## src/rtl/encoder_4to2_queued.sv

```systemverilog
// Queued 4-to-2 encoder: sticky pending requests are issued one index per
// valid/ready handshake, using fixed or round-robin priority.
module encoder_4to2_queued #(
    parameter bit RR_EN = 1'b0
) (
    input  logic       clk,
    input  logic       rst,
    input  logic [3:0] req_in,
    output logic [1:0] out_code,
    output logic       out_valid,
    input  logic       out_ready,
    output logic [3:0] pending,
    output logic       ovf,
    output logic       busy
);

    logic [3:0] pending_q, pending_d;
    logic [1:0] code_q, code_d;
    logic       valid_q, valid_d;
    logic       ovf_q, ovf_d;
    logic [1:0] last_q, last_d;

    logic       free;
    logic       load;
    logic [1:0] sel;
    logic [3:0] clr;

    assign free = !valid_q || out_ready;
    assign load = free && (|pending_q);

    // Only already-pending bits compete; RR searches downward from last-1.
    always_comb begin
        logic       found;
        logic [1:0] idx;
        sel   = 2'd0;
        found = 1'b0;
        idx   = 2'd0;
        if (RR_EN) begin
            for (int k = 3; k >= 0; k--) begin
                idx = last_q + 2'(k);
                if (!found && pending_q[idx]) begin
                    sel   = idx;
                    found = 1'b1;
                end
            end
        end else begin
            if (pending_q[3])      sel = 2'd3;
            else if (pending_q[2]) sel = 2'd2;
            else if (pending_q[1]) sel = 2'd1;
            else                   sel = 2'd0;
        end
    end

    always_comb begin
        clr       = load ? (4'b0001 << sel) : 4'b0000;
        pending_d = (pending_q & ~clr) | req_in;
        ovf_d     = |(req_in & pending_q & ~clr);
        code_d    = code_q;
        valid_d   = valid_q;
        last_d    = last_q;
        if (load) begin
            code_d  = sel;
            valid_d = 1'b1;
            last_d  = sel;
        end else if (free) begin
            valid_d = 1'b0;
        end
    end

    always_ff @(posedge clk) begin
        if (rst) begin
            pending_q <= 4'b0000;
            code_q    <= 2'b00;
            valid_q   <= 1'b0;
            ovf_q     <= 1'b0;
            last_q    <= 2'd0;
        end else begin
            pending_q <= pending_d;
            code_q    <= code_d;
            valid_q   <= valid_d;
            ovf_q     <= ovf_d;
            last_q    <= last_d;
        end
    end

    assign out_code  = code_q;
    assign out_valid = valid_q;
    assign pending   = pending_q;
    assign ovf       = ovf_q;
    assign busy      = valid_q || (|pending_q);

endmodule

```

## config.mk

```make
export PLATFORM = sky130hd
export DESIGN_NAME = encoder_4to2_queued
export DESIGN_NICKNAME = d
export VERILOG_FILES = /design/src/rtl/encoder_4to2_queued.sv
export SDC_FILE = /design/constraint.sdc
export NUM_CORES = 1
export LEC_CHECK = 0
export ABC_AREA = 1
export BUFFER_PORTS_ARGS = -buffer_cell sky130_fd_sc_hd__buf_4
export CAP_MARGIN = 20
export CORE_AREA = 10 10 47 49
export CTS_CLUSTER_DIAMETER = 120
export DETAILED_ROUTE_END_ITERATION = 10
export DIE_AREA = 0 0 57 59
export PLACE_DENSITY = 0.59
export SYNTH_ARGS = -nofsm -noshare
export SYNTH_HDL_FRONTEND = slang
export SYNTH_SLANG_ARGS = --single-unit
```

## constraint.sdc

```tcl
create_clock -name clk -period 1.1 [get_ports clk]
set_input_delay 0.165 -clock clk [delete_from_list [all_inputs] [get_ports clk]]
set_output_delay 0.165 -clock clk [all_outputs]
set_load 0.01 [all_outputs]
```

==> key figures <==
STA
  • Worst rel slew slack: about 85%
  • Hold Slack: roughly 0.11 ns
  • Final period util: 109%
  • Final setup vio count: 1
  • RSZ-0062 raised after global routing: true
  • Hold Vio Cnt, Final: 0
  • Worst setup margin: -0.101 ns
  • Setup TNS: -0.101 ns
  • F_max: approximately 830 MHz
  • Slew Viols, Final: 0
  • Final Skew: approximately 0.0043 ns
  • Least-Margin Pin Slew: around 0.22 ns
  • Final Critical Period: between 1 and 1.5 ns

Clock tree
  • Clock-pin transition on the worst setup and hold timing paths: ~0.060 ns
  • H-tree Lvls: 1
  • CTS Root Cell: clkbuf_4
  • CTS tree: built
  • Skew-Pair Late Insertion Delay: roughly 0.26 ns
  • Num CTS Buffers: 3
  • # clock sinks: 8
  • CTS Hold Bufs: 0
  • Max clock buf depth: 2

Logic synthesis
  • Net Count, Synth: between 50 and 60
  • Post-synthesis sequential area ratio: between 40% and 50%
  • Synth warn: 0
  • Post-synthesis register bit count: 8
  • Synthesized cell area: ~360 um^2
  • Yosys cell types: 14
  • Avg Cell Area, Syn: 6.98 um^2
  • Synthesized instance count: between 50 and 60

Die
  • Initial core utilization: about a quarter
  • Num ports: 16
  • Die height: between 50 and 60 um
  • DIE WIDTH: around 57 um
  • Core area: about 1400 um^2
  • DIE AREA: around 3400 um^2
  • Rows: 14

Layout
  • Filler cell count: about 160
  • Final Cell Area: approximately 550 um^2
  • Antenna Cells: 0
  • Layout cells sized above 1: between 40% and 50%
  • Area grow syn2layout: 52.1%
  • Post-layout util: between 30% and 40%
  • Net count reported at finish: between 80 and 90

Placement
  • Placed cell area: between 500 and 600 um^2
  • IO buf count: 15
  • HPWL reported at the end of detailed placement: ~700 um
  • Routability cong.: 0.746
  • Pre-CTS WS: approximately 0.085 ns

Routing
  • Vias: 373
  • Vias per std cell: about 4.2
  • Post-Route WL: 885 um
  • Antenna-violating nets left: 0
  • 1st-iter DRT viols: 5
  • DRC: 0
  • Drt wl/cell: just over 10 um
  • First-pass iteration count of the detailed router: 4

GRT
  • First-pass GRT wire length: about 1.5 mm
  • GRT Residual Overflow: 0
  • Pin count of the biggest net entering global routing: 8
  • Initial antenna violation count: 0
  • Vias in the first global route: roughly 370
  • All-Layer GR Usage: 5.59%

Outcome
  • Status: finished with violations
  • Failing checks: negative setup slack

Pwr
  • PwrDens: roughly 1300 nW/um^2
  • VDD IR max: 0.000662 V
  • Leak: 0.296 nW

Worst setup path
  • Critical Path RT: 0.94 ns
  • Worst reg2reg path depth: 7
  • Critical Path Start Type: flip-flop
  • CP Capture Type: output port
  • Critical path class: flip-flop to output port
  • Arrival time at the worst endpoint: 1.04 ns
  • CP Max Fanout: 3

Hold path
  • Hold depth: 2
  • Worst Hold Class: input port to flip-flop

Flow run
  • Maxcap violations: 0
## metrics by stage
| stage | total power, mW | cells |
|---|---|---|
| floorplan | 0.424 | 52 |
| global placement | 0.505 | 84 |
| detailed placement | 0.506 | 84 |
| CTS | 0.741 | 88 |
| global route | 0.785 | 88 |
| finish | 0.735 | 88 |
## worst paths after layout
kind / start / end / slack, ns
hold reg to reg: out_code[1] / out_code[1] / 0.47
setup / recovery: pending[3] / busy / -0.10
hold / removal: rst / out_code[1] / 0.11
setup reg to reg: pending[3] / ovf / 0.10
## state kept, by name, summed over array words and instances, names as in the netlist
name and flops:
out_code 2, out_valid 1, pending 4, ovf 1
## synthesized netlist by cell type (all sizes together)
cell,number,share of area [%]
nand2,10,11
o21ai,5,9.0
o21a,1,2.1
dfxtp,8,44
a21oi,4,6.6
nand4,1,1.7
inv,11,11
nor2,9,10
nand3,3,4.1
## cells in the final DEF (no fill, tap or decap)
master    netlist  layout
inv_2           1       2
nand3_1         3       3
nand4_1         1       1
dfxtp_2         0       1
dfxtp_4         0       1
o21ai_2         2       2
inv_1          10       9
a21oi_1         3       3
o21a_1          1       1
nand2_2         1       2
a21oi_2         1       1
dfxtp_1         8       6
buf_4           0      16
buf_6           0       1
nor2_1          8       7
o21ai_0         3       3
clkbuf_4        0       3
nor2_4          0       1
nand2_1         9       8
nor2_2          1       1
## metal layers
| metal | vias up | global-route usage, % | part of all wire (%) |
|---|---|---|---|
| met3 | 4 | 2.15 | 6.7 |
| li1 | 202 | - | - |
| met2 | 11 | 7.91 | 44 |
| met5 | - | 0 | 0 |
| met1 | 156 | 5.62 | 44 |
| met4 | 0 | 7.05 | 5.4 |
## power breakdown
group          total (mW)  internal, mW  leakage, nW  switching, mW
sequential          0.334         0.315       0.0675         0.0190
combinational       0.174        0.0866        0.215         0.0878
clock               0.227         0.125       0.0138          0.102
## worst max-delay path: stages, from the launching register on
cell and delay, ns:
dfxtp_4 0.35, nor2_4 0.10, nand2_2 0.06, nor2_1 0.08
nand2_1 0.07, buf_6 0.12
## layout make-up
cell class | instances | area [um^2] | area share [%]
multi-input combinational | 33 | 171 | 31.1
sequential | 8 | 165 | 29.9
inverter | 11 | 41.3 | 7.48
tap | 16 | 20.0 | 3.63
timing repair buffer | 17 | 131 | 23.8
clock buffer | 3 | 22.5 | 4.08
## cell families (layout without fill, tap and decap cells)
kind of cell,Yosys count,after routing,synth area share (%)
buffers and inverters,11,31,11.4
AOI/OAI and AO/OA,10,10,17.6
and+or+nand+nor,23,23,26.9
DFF,8,8,44.1
## repair_timing
action                     CTS  global route
setup buffers                1             0
pin swaps                    1             1
resized for setup            4             4
setup endpoints to repair    1             2
Power figures use the tool's default switching activity.
